--- src/rtl/wb_gain_pipe.sv ---
// Two-stage white-balance gain pipeline with per-channel gains that switch at the start of a frame.
// Optional macro WB_GAIN_ROUND_EN selects round-half-up instead of truncation before saturation.
module wb_gain_pipe #(
  parameter int DATA_W = 8,
  parameter int GAIN_W = 8,
  parameter int FRAC_W = 6
) (
  input  logic              clk,
  input  logic              rst_n,
  input  logic              in_valid,
  output logic              in_ready,
  input  logic              in_sof,
  input  logic [1:0]        in_color,
  input  logic [DATA_W-1:0] in_value,
  input  logic              gain_valid,
  input  logic [GAIN_W-1:0] gain_r,
  input  logic [GAIN_W-1:0] gain_g,
  input  logic [GAIN_W-1:0] gain_b,
  output logic              out_valid,
  input  logic              out_ready,
  output logic              out_sof,
  output logic [1:0]        out_color,
  output logic [DATA_W-1:0] out_value,
  output logic              out_sat
);

  localparam int PROD_W = DATA_W + GAIN_W + 1;
  localparam logic [GAIN_W-1:0] UNITY = GAIN_W'(1) << FRAC_W;
  localparam logic [PROD_W-1:0] MAX_V = {{(PROD_W-DATA_W){1'b0}}, {DATA_W{1'b1}}};
`ifdef WB_GAIN_ROUND_EN
  localparam logic [PROD_W-1:0] RND = PROD_W'(1) << (FRAC_W - 1);
`else
  localparam logic [PROD_W-1:0] RND = '0;
`endif

  logic [GAIN_W-1:0] act_r_q, act_g_q, act_b_q, act_r_d, act_g_d, act_b_d;
  logic [GAIN_W-1:0] pnd_r_q, pnd_g_q, pnd_b_q, pnd_r_d, pnd_g_d, pnd_b_d;
  logic              pnd_flag_q, pnd_flag_d;
  logic              s1_valid_q, s1_valid_d, s1_sof_q, s1_sof_d;
  logic [1:0]        s1_color_q, s1_color_d;
  logic [DATA_W-1:0] s1_value_q, s1_value_d;
  logic [GAIN_W-1:0] s1_gain_q, s1_gain_d, sel_gain;
  logic              out_valid_q, out_valid_d, out_sof_q, out_sof_d, out_sat_q, out_sat_d;
  logic [1:0]        out_color_q, out_color_d;
  logic [DATA_W-1:0] out_value_q, out_value_d;
  logic              en, sof_take;
  logic [PROD_W-1:0] prod, shifted;
  logic [DATA_W-1:0] res_value;
  logic              res_sat;

  assign en       = !out_valid_q || out_ready;
  assign sof_take = in_valid && en && in_sof;

  // Gain bookkeeping: an accepted SOF beat promotes the strobed or pending gains to active.
  always_comb begin
    act_r_d = act_r_q; act_g_d = act_g_q; act_b_d = act_b_q;
    pnd_r_d = pnd_r_q; pnd_g_d = pnd_g_q; pnd_b_d = pnd_b_q;
    pnd_flag_d = pnd_flag_q;
    if (sof_take) begin
      pnd_flag_d = 1'b0;
      if (gain_valid) begin
        act_r_d = gain_r; act_g_d = gain_g; act_b_d = gain_b;
      end else if (pnd_flag_q) begin
        act_r_d = pnd_r_q; act_g_d = pnd_g_q; act_b_d = pnd_b_q;
      end else begin
        act_r_d = act_r_q;
      end
    end else if (gain_valid) begin
      pnd_r_d = gain_r; pnd_g_d = gain_g; pnd_b_d = gain_b;
      pnd_flag_d = 1'b1;
    end else begin
      pnd_flag_d = pnd_flag_q;
    end
    case (in_color)
      2'd0:    sel_gain = act_r_d;
      2'd1:    sel_gain = act_g_d;
      2'd2:    sel_gain = act_b_d;
      default: sel_gain = UNITY;
    endcase
  end

  // Gain multiply, optional rounding, shift and clip for the beat held in S1.
  always_comb begin
    prod    = PROD_W'(s1_value_q) * PROD_W'(s1_gain_q) + RND;
    shifted = prod >> FRAC_W;
    if (s1_color_q == 2'd3) begin
      res_value = s1_value_q;
      res_sat   = 1'b0;
    end else if (shifted > MAX_V) begin
      res_value = {DATA_W{1'b1}};
      res_sat   = 1'b1;
    end else begin
      res_value = shifted[DATA_W-1:0];
      res_sat   = 1'b0;
    end
  end

  // Both stages advance together on en, otherwise hold.
  always_comb begin
    s1_valid_d = s1_valid_q; s1_sof_d = s1_sof_q; s1_color_d = s1_color_q;
    s1_value_d = s1_value_q; s1_gain_d = s1_gain_q;
    out_valid_d = out_valid_q; out_sof_d = out_sof_q; out_color_d = out_color_q;
    out_value_d = out_value_q; out_sat_d = out_sat_q;
    if (en) begin
      s1_valid_d  = in_valid;
      s1_sof_d    = in_sof;
      s1_color_d  = in_color;
      s1_value_d  = in_value;
      s1_gain_d   = sel_gain;
      out_valid_d = s1_valid_q;
      out_sof_d   = s1_sof_q;
      out_color_d = s1_color_q;
      out_value_d = res_value;
      out_sat_d   = res_sat;
    end else begin
      s1_valid_d = s1_valid_q;
    end
  end

  // State registers with synchronous active-low reset.
  always_ff @(posedge clk) begin
    if (!rst_n) begin
      act_r_q <= UNITY; act_g_q <= UNITY; act_b_q <= UNITY;
      pnd_r_q <= UNITY; pnd_g_q <= UNITY; pnd_b_q <= UNITY;
      pnd_flag_q  <= 1'b0;
      s1_valid_q  <= 1'b0; s1_sof_q <= 1'b0; s1_color_q <= 2'd0;
      s1_value_q  <= '0;   s1_gain_q <= UNITY;
      out_valid_q <= 1'b0; out_sof_q <= 1'b0; out_color_q <= 2'd0;
      out_value_q <= '0;   out_sat_q <= 1'b0;
    end else begin
      act_r_q <= act_r_d; act_g_q <= act_g_d; act_b_q <= act_b_d;
      pnd_r_q <= pnd_r_d; pnd_g_q <= pnd_g_d; pnd_b_q <= pnd_b_d;
      pnd_flag_q  <= pnd_flag_d;
      s1_valid_q  <= s1_valid_d; s1_sof_q <= s1_sof_d; s1_color_q <= s1_color_d;
      s1_value_q  <= s1_value_d; s1_gain_q <= s1_gain_d;
      out_valid_q <= out_valid_d; out_sof_q <= out_sof_d; out_color_q <= out_color_d;
      out_value_q <= out_value_d; out_sat_q <= out_sat_d;
    end
  end

  assign in_ready  = en;
  assign out_valid = out_valid_q;
  assign out_sof   = out_sof_q;
  assign out_color = out_color_q;
  assign out_value = out_value_q;
  assign out_sat   = out_sat_q;

endmodule

--- config.mk ---
export PLATFORM = sky130hd
export DESIGN_NAME = wb_gain_pipe
export DESIGN_NICKNAME = d
export VERILOG_FILES = /design/src/rtl/wb_gain_pipe.sv
export SDC_FILE = /design/constraint.sdc
export NUM_CORES = 1
export LEC_CHECK = 0
export ABC_AREA = 1
export BUFFER_PORTS_ARGS = -buffer_cell sky130_fd_sc_hd__buf_2
export CORE_ASPECT_RATIO = 1.1
export CORE_MARGIN = 4
export CORE_UTILIZATION = 60
export CTS_CLUSTER_SIZE = 12
export DETAILED_ROUTE_END_ITERATION = 8
export PLACE_DENSITY = 0.8
export SLEW_MARGIN = 20
export SYNTH_ARGS = -nofsm -noshare
export SYNTH_HDL_FRONTEND = slang
export SYNTH_SLANG_ARGS = --single-unit
--- constraint.sdc ---
create_clock -name clk -period 4.77 [get_ports clk]
set_input_delay 0.477 -clock clk [delete_from_list [all_inputs] [get_ports clk]]
set_output_delay 0.477 -clock clk [all_outputs]
set_load 0.03 [all_outputs]
==> impl_results.md, run 1 <==
- Drt via density: 5.385
- CP arrival: 4710 ps
- Register area share after synthesis: 28.34%
- Antenna violations before repair: 0
- Syn Inst Count: 809
- Adder-cell share of the synthesized area: 19.23%
- Clock transition at path regs: 80 ps
- Util after Layout: 66.77%
- Max clock buf depth: 2
- Critical path startpoint category: flip-flop
- Period minus WS final: 4460 ps
- Share of cells above drive strength 1: 13.96%
- Leak: 3.381 nW
- DR vias: 5143
- CP max-delay cell: fa_1
- Main flop type after synthesis: dfxtp_1
- Largest family of logic cells by synthesized area: simple AND/OR/NAND/NOR gates
- FFs w/ async S/R, synth: 0%
- Routed Antenna Nets: 0
- DP Wirelength: 10760 um
- Pwr Density: 283.3 nW/um2
- Top-Level Pins: 54
- Skew final: 8.061 ps
- Most frequent cell on the critical path: fa_1
- Maximum vdd drop: 239.5 uV
- Final RePlAce weighted congestion: 0.9718
- GR Layer Usage met1: 29.98%
- Synth Area in Compound Gates: 15.92%
- Highest-count cells in the layout ignoring fill and taps: nand2_1 (157), inv_1 (139), nor2_1 (107)
- Register Area: 1652 um2
- Critical Path, Cell by Cell: nand2_1 > fa_1 > fa_1 > inv_1 > fa_1 > inv_1 > fa_1 > inv_1 > ha_1 > a21oi_2 > o21ai_0 > a21oi_1 > nand3b_1 > nand2_2 > nand2_4 > o21bai_2 > a21oi_2
- Die width: 101.7 um
- Port-buffer cells: 53
- First-pass GRT wire length: 23400 um
- # H-tree levels: 3
- Post-synthesis xor/xnor area fraction: 0.6049%
- CTS tree: done
- CTS Root Cell: clkbuf_8
- CTS sink cnt: 82
- Slew headroom: 53.04%
- Most common cell after layout, fill and taps aside: nand2_1
- Max-Cap Viols: 0
- Unrepaired setup endpoints after global routing: no
- Layout area overhead: 8.339%
- Yosys warns: 0
- Detailed Routing Iterations Pass 1: 5
- Pre-CTS setup slack: 259.4 ps
- GR Overflow Total: 0
- Number of remaining DRC errors: 0
- Delay-heaviest family, CP: adder cells
- Outcome: finished clean
- Number of hold buffers added after cts: 0
- Final period utilization: 93.50%
- Post-synth cell types: 33
- Multiplexer share of the synthesized area: 0%
- Synthesized area: 5792 um2
- Req. time, crit path: 5020 ps
- Die area: 11290 um2
- CORE AREA: 9398 um2
- Rows: 37
- Final hold violation count: 0
- Hold Crit Class: in2reg
- Average routed wire per standard cell: 14.20 um
- Crit path kind: reg2reg
- Worst-path fanout max: 9
- FILL cells: 838
- Initial Util: 61.63%
- Worst skew pair latency: 360 ps
- Sum Neg Setup Slack: 0 ps
- GR peak layer: met2
- Fmax achieved: 224.2 MHz
- Buf/Inv on CP: 3
- Met2 Use GR: 45.64%
- Gr usage total: 25.60%
- Slew @ Worst Pin: 704.3 ps
- Area of the multi-input gates: 3387 um2
- Avg Cell Area, Syn: 7.159 um2
- Inserted Clock Buffers: 9
- Setup violations, final: 0
- Setup ws final: 310.0 ps
- Seq cells post-synth: 82
- Mapped Nets: 917
- Count of final max-slew check failures: 0
- Critical Path End Type: flip-flop
- Post-synthesis simple-gate area fraction: 22.73%
- Met3 usage: 4.657%
- Antenna diode count: 0
- # nets final: 941
- Routed WL: 13560 um
- Die height: 111.0 um
- Post-synth EDFFs: 0
- Initial drt markers: 259
- Max stage delay on crit path: 540 ps
- Number of global-route vias before repair: 5182
- Largest net degree at the start of global routing: 50
-- synthesized netlist by cell type, types with 2 or more instances --
| cell | instances | area, um2 |
|---|---|---|
| clkbuf_1 | 29 | 108.9 |
| buf_4 | 3 | 22.52 |
| buf_2 | 8 | 40.04 |
| o21ai_0 | 52 | 260.3 |
| fa_1 | 35 | 700.7 |
| o21a_1 | 22 | 165.2 |
| nand4_1 | 2 | 12.51 |
| o21ai_1 | 15 | 75.07 |
| inv_2 | 2 | 7.510 |
| dfxtp_1 | 82 | 1642 |
| nor2_1 | 107 | 401.6 |
| nand3_1 | 18 | 90.09 |
| nor2_4 | 3 | 33.78 |
| a21oi_2 | 5 | 43.79 |
| or2_2 | 4 | 25.02 |
| nand2_1 | 157 | 589.3 |
| inv_1 | 139 | 521.8 |
| a21oi_1 | 34 | 170.2 |
| o21bai_2 | 5 | 56.30 |
| buf_6 | 5 | 56.30 |
| ha_1 | 33 | 412.9 |
| nand2_4 | 2 | 22.52 |
| nand2_2 | 7 | 43.79 |
| o22ai_1 | 23 | 143.9 |
| nor3_2 | 4 | 40.04 |
| nor3_1 | 4 | 20.02 |
| xnor2_1 | 3 | 26.28 |
-- sequential cells by signal, summed over array words and instances, names as in the netlist, 2 cells and up --
| register | cells |
|---|---|
| s1_value_q | 8 |
| pnd_b_q | 8 |
| out_color | 2 |
| act_g_q | 8 |
| s1_gain_q | 8 |
| out_value | 8 |
| pnd_r_q | 8 |
| pnd_g_q | 8 |
| s1_color_q | 2 |
| act_r_q | 8 |
| act_b_q | 8 |
-- path summary, 6_finish.rpt --
check / startpoint / end / slack [ps] / cells past startpoint
hold reg to reg: s1_sof_q / s1_sof_q / 480 / 2
setup reg to reg: s1_gain_q[3] / out_value[5] / 310 / 17
setup / recovery: s1_gain_q[3] / out_value[5] / 310 / 17
hold / removal: gain_b[6] / pnd_b_q[6] / 330 / 3
-- final cells by class --
class | count | share of cell area (%)
multi-input combinational | 540 | 53.98
sequential | 82 | 26.32
inverter | 142 | 8.534
timing repair buffer | 58 | 4.826
tap | 117 | 2.333
clock buffer | 10 | 2.193
clock inverter | 6 | 1.815
-- worst reg2reg max path, stage by stage (launching register included) --
cell and delay (ps):
dfxtp_1 520, nand2_1 140, fa_1 490, fa_1 500, inv_1 60, fa_1 540
inv_1 60, fa_1 530, inv_1 50, ha_1 350, a21oi_2 220, o21ai_0 130
a21oi_1 210, nand3b_1 120, nand2_2 130, nand2_4 100, o21bai_2 140, a21oi_2 70
-- power breakdown --
part           leakage [nW]  switching, mW  internal [mW]  total [mW]
combinational          2.58          0.236          0.140       0.377
sequential            0.679         0.0423          0.737       0.779
clock                 0.119          0.259          0.363       0.622
total                  3.38          0.538           1.24        1.78
-- timing repair --
action,4_1_cts,5_1_grt
setup endpoints to repair,0,8
resized for setup,0,8
buffers inserted,0,0
-- logic make-up (layout without fill, tap and decap cells) --
group,count (synthesis),in the layout
fa+ha+maj,68,68
buf+inv,187,216
simple gates,311,311
compound gates,157,157
flops,82,82
xor+xnor,4,4
-- metrics by stage --
| stage | cell area [um2] | power, mW | instances | hold WS [ps] |
|---|---|---|---|---|
| detailed placement | 6013 | 1.169 | 939 | 471.1 |
| global route | 6275 | 1.877 | 955 | 332.5 |
| CTS | 6265 | 1.784 | 955 | 322.9 |
| finish | 6275 | 1.778 | 955 | 330.3 |
| floorplan | 5792 | 1.068 | 809 | 440.7 |
| global placement | 6013 | 1.154 | 939 | 458.8 |
-- layer usage --
layer  wire, um  share of wire [%]  up-vias
met5          0                  0        -
met4        416                3.1        0
li1           -                  -     2558
met2       7138                 53      147
met1       5365                 40     2406
met3        638                4.7       32
(Power assumes the default switching activity.)
==> run 2: changes to the inputs <==
Settings changed: ABC_AREA 1 to not set, PLACE_DENSITY 0.8 to 0.81.
==> run 2 against run 1 <==
Combinational power shrank 7.4%. Clock power barely moved. Critical path depth shrank 2. Power is 2.3% lower. Setup slack worse by 10 ps. Critical endpoint is now out_value[7]. Largest cell class unchanged.
==> impl_results.md, run 2 <==
- Worst r2r dst: out_value[7] (was out_value[5])
- Register Area: 1642 um2 (was 1652 um2)
- Detailed Routing Iterations Pass 1: 6 (was 5)
- Routed Antenna Nets: 0 (unchanged)
- Leak: 2.682 nW (was 3.381 nW)
- Die width: 99.10 um (was 101.7 um)
- Hold Crit Class: in2reg (unchanged)
- Number of hold buffers added after cts: 0 (unchanged)
- DR vias: 4708 (was 5143)
- Post-CTS Setup Repair Bufs: 0 (unchanged)
- Largest net degree at the start of global routing: 50 (unchanged)
- Worst R2R Setup Slack: 300 ps (was 310 ps)
- Drt via density: 5.892 (was 5.385)
- DP Wirelength: 9568 um (was 10760 um)
- Final hold violation count: 0 (unchanged)
- Top cells by count, synth: nand2_1 (101), dfxtp_1 (82), a21oi_1 (65) (was nand2_1 (157), inv_1 (139), nor2_1 (107))
- Post-synth cell types: 44 (was 33)
- Worst r2r path cells: 15 (was 17)
- Clock transition at path regs: 100 ps (was 80 ps)
- CTS tree: done (unchanged)
- Initial drt markers: 397 (was 259)
- Die area: 10720 um2 (was 11290 um2)
- Hold Path Stages: 3 (unchanged)
- # H-tree levels: 3 (unchanged)
- Inserted Clock Buffers: 9 (unchanged)
- Period minus WS final: 4470 ps (was 4460 ps)
- Slew @ Worst Pin: 1036 ps (was 704.3 ps)
- Synthesized area: 5478 um2 (was 5792 um2)
- Critical Path End Type: flip-flop (unchanged)
- Most frequent cell on the critical path: fa_1 (unchanged)
- CP max-delay cell: fa_1 (unchanged)
- Slew headroom: 30.74% (was 53.04%)
- Initial Util: 61.73% (was 61.63%)
- Syn Inst Count: 651 (was 809)
- Average routed wire per standard cell: 16.70 um (was 14.20 um)
- Number of global-route vias before repair: 4634 (was 5182)
- Count leader, synth: nand2_1 (unchanged)
- # nets final: 788 (was 941)
- Hold Path End: s1_value_q[7] (was pnd_b_q[6])
- First-pass GRT wire length: 22280 um (was 23400 um)
- Die height: 108.2 um (was 111.0 um)
- Worst-path fanout max: 10 (was 9)
- Max clock buf depth: 2 (unchanged)
- Fmax achieved: 223.7 MHz (was 224.2 MHz)
- Met3 usage: 2.710% (was 4.657%)
- Hold_sp: in_value[7] (was gain_b[6])
- Seq cells post-synth: 82 (unchanged)
- Crit path kind: reg2reg (unchanged)
- Unrepaired setup endpoints after global routing: no (unchanged)
- Gr usage total: 25.89% (was 25.60%)
- Area of the multi-input gates: 3465 um2 (was 3387 um2)
- Mapped Nets: 759 (was 917)
- Avg Cell Area, Syn: 8.414 um2 (was 7.159 um2)
- Skew final: 16.87 ps (was 8.061 ps)
- Count of final max-slew check failures: 0 (unchanged)
- Buf/Inv on CP: 2 (was 3)
- Outcome: finished clean (unchanged)
- Highest-count cells in the layout ignoring fill and taps: nand2_1 (101), dfxtp_1 (82), a21oi_1 (64), and2_1 (64), buf_2 (53) (was nand2_1 (157), inv_1 (139), nor2_1 (107))
- Max-Cap Viols: 0 (unchanged)
- Routed WL: 13340 um (was 13560 um)
- Top post-synthesis cells by area: dfxtp_1 (30%), fa_1 (13%), ha_1 (7.5%) (was dfxtp_1 (28%), fa_1 (12%), nand2_1 (10%))
- Most common cell after layout, fill and taps aside: nand2_1 (unchanged)
- Top-Level Pins: 54 (unchanged)
- Setup violations, final: 0 (unchanged)
- Share of the synthesized area in the top cell type: 29.97% (was 28.34%)
- GR peak layer: met2 (unchanged)
- Critical Path, Cell by Cell: and2_1 > fa_1 > fa_1 > fa_1 > inv_1 > fa_1 > inv_1 > ha_1 > a21oi_1 > a21boi_0 > o21ai_0 > a21oi_1 > a31o_1 > and2_4 > a21oi_2 (was nand2_1 > fa_1 > fa_1 > inv_1 > fa_1 > inv_1 > fa_1 > inv_1 > ha_1 > a21oi_2 > o21ai_0 > a21oi_1 > nand3b_1 > nand2_2 > nand2_4 > o21bai_2 > a21oi_2)
- Max stage delay on crit path: 560 ps (was 540 ps)
- CTS Root Cell: clkbuf_8 (unchanged)
- Overall power: 1.736 mW (was 1.778 mW)
- Post-synth EDFFs: 0 (unchanged)
- Critical path startpoint category: flip-flop (unchanged)
- Layout area overhead: 9.296% (was 8.339%)
- Sum Neg Setup Slack: 0 ps (unchanged)
- Final RePlAce weighted congestion: 0.8808 (was 0.9718)
- FILL cells: 744 (was 838)
- Maximum vdd drop: 190.0 uV (was 239.5 uV)
- Register area share after synthesis: 29.97% (was 28.34%)
- Pwr Density: 290.0 nW/um2 (was 283.3 nW/um2)
- Met2 Use GR: 44.82% (was 45.64%)
- Worst R2R Start: s1_value_q[2] (was s1_gain_q[3])
- Yosys warns: 0 (unchanged)
- GR Layer Usage met1: 33.33% (was 29.98%)
- Number of remaining DRC errors: 0 (unchanged)
- Biggest area consumer among synthesized cells: dfxtp_1 (unchanged)
- Share of cells above drive strength 1: 14.31% (was 13.96%)
- Antenna diode count: 0 (unchanged)
- Antenna violations before repair: 0 (unchanged)
- Port-buffer cells: 53 (unchanged)
- CTS sink cnt: 82 (unchanged)
- GR Overflow Total: 0 (unchanged)
- CP arrival: 4760 ps (was 4710 ps)
- Rows: 36 (was 37)
- CORE AREA: 8874 um2 (was 9398 um2)
- Delay-heaviest family, CP: adder cells (unchanged)
- Final period utilization: 93.72% (was 93.50%)
- Worst skew pair latency: 370 ps (was 360 ps)
- Main flop type after synthesis: dfxtp_1 (unchanged)
- FFs w/ async S/R, synth: 0% (unchanged)
- Req. time, crit path: 5060 ps (was 5020 ps)
- Util after Layout: 67.47% (was 66.77%)
-- run 2: cell types whose count changed in the layout (fill, tap and decap cells not counted), moves of 15 or more --
| cell | previous run | this run |
|---|---|---|
| a31oi_1 | 0 | 17 |
| a21oi_1 | 34 | 64 |
| nand2_1 | 157 | 101 |
| nor2b_1 | 0 | 20 |
| a22oi_1 | 0 | 17 |
| inv_1 | 139 | 45 |
| o21ai_1 | 15 | 0 |
| o21ai_0 | 52 | 30 |
| o21a_1 | 22 | 0 |
| o22ai_1 | 23 | 1 |
| nor2_1 | 107 | 16 |
| and2_1 | 0 | 64 |
-- run 2: cell families (layout without fill, tap and decap cells) --
| family | count (synthesis) | in the layout | synth area share, % |
|---|---|---|---|
| compound gates | 165 | 165 | 18.89 |
| xor+xnor | 10 | 10 | 1.599 |
| fa+ha+maj | 68 | 68 | 20.33 |
| buf+inv | 88 | 122 | 6.898 |
| flops | 82 | 82 | 29.97 |
| mux | 4 | 4 | 0.7310 |
| simple gates | 234 | 234 | 21.59 |
-- run 2: how the worst max path moves through the flow --
stage | start | endpoint | slack (ps) | depth (start not counted)
floorplan | s1_value_q[4] | out_value[7] | 510 | 15
global placement | s1_value_q[1] | out_value[7] | 410 | 15
detailed placement | s1_value_q[1] | out_value[7] | 250 | 15
CTS | s1_value_q[2] | out_value[7] | 240 | 15
global route | s1_value_q[2] | out_value[2] | 10 | 15
finish | s1_value_q[2] | out_value[7] | 300 | 15
-- run 2: per-layer routing --
layer  wire length [um]  part of all wire (%)
met4                240                   1.8
met3                627                   4.7
met1               5563                    42
met2               6911                    52
met5                  0                     0
-- run 2: metrics by stage --
stage / area, um2 / hold WS [ps] / cells / setup WS [ps]
floorplan: 5478 / 432.1 / 651 / 511.0
global placement: 5736 / 439.8 / 783 / 413.2
detailed placement: 5736 / 448.7 / 783 / 247.2
CTS: 5983 / 349.8 / 799 / 238.8
global route: 5987 / 351.2 / 799 / 10.84
finish: 5987 / 353.4 / 799 / 299.7
-- run 2: final cells by class --
class / instances / share of cell area (%)
clock inverters: 3 / 1.149
repair buffers: 60 / 5.308
clock buffers: 13 / 2.989
well taps: 114 / 2.382
flip-flops and latches: 82 / 27.42
inverters: 46 / 2.884
multi-input cells: 481 / 57.87
-- run 2: power by group --
part / internal (mW) / switching (mW)
Combinational: 0.133 / 0.217
Sequential: 0.730 / 0.0371
Clock: 0.354 / 0.266
Total: 1.22 / 0.520
-- run 2: timing repair --
item | in CTS | in global routing
resized for setup | 0 | 1
endpoints found under the setup margin | 0 | 1
endpoints found under the hold margin | 0 | 0
-- run 2: worst reg2reg max path, delay by kind of cell (launching register included) --
family	cells	cell delay, ps
flops	1	510
simple gates	2	430
compound gates	6	970
buf+inv	2	100
fa+ha+maj	5	2400
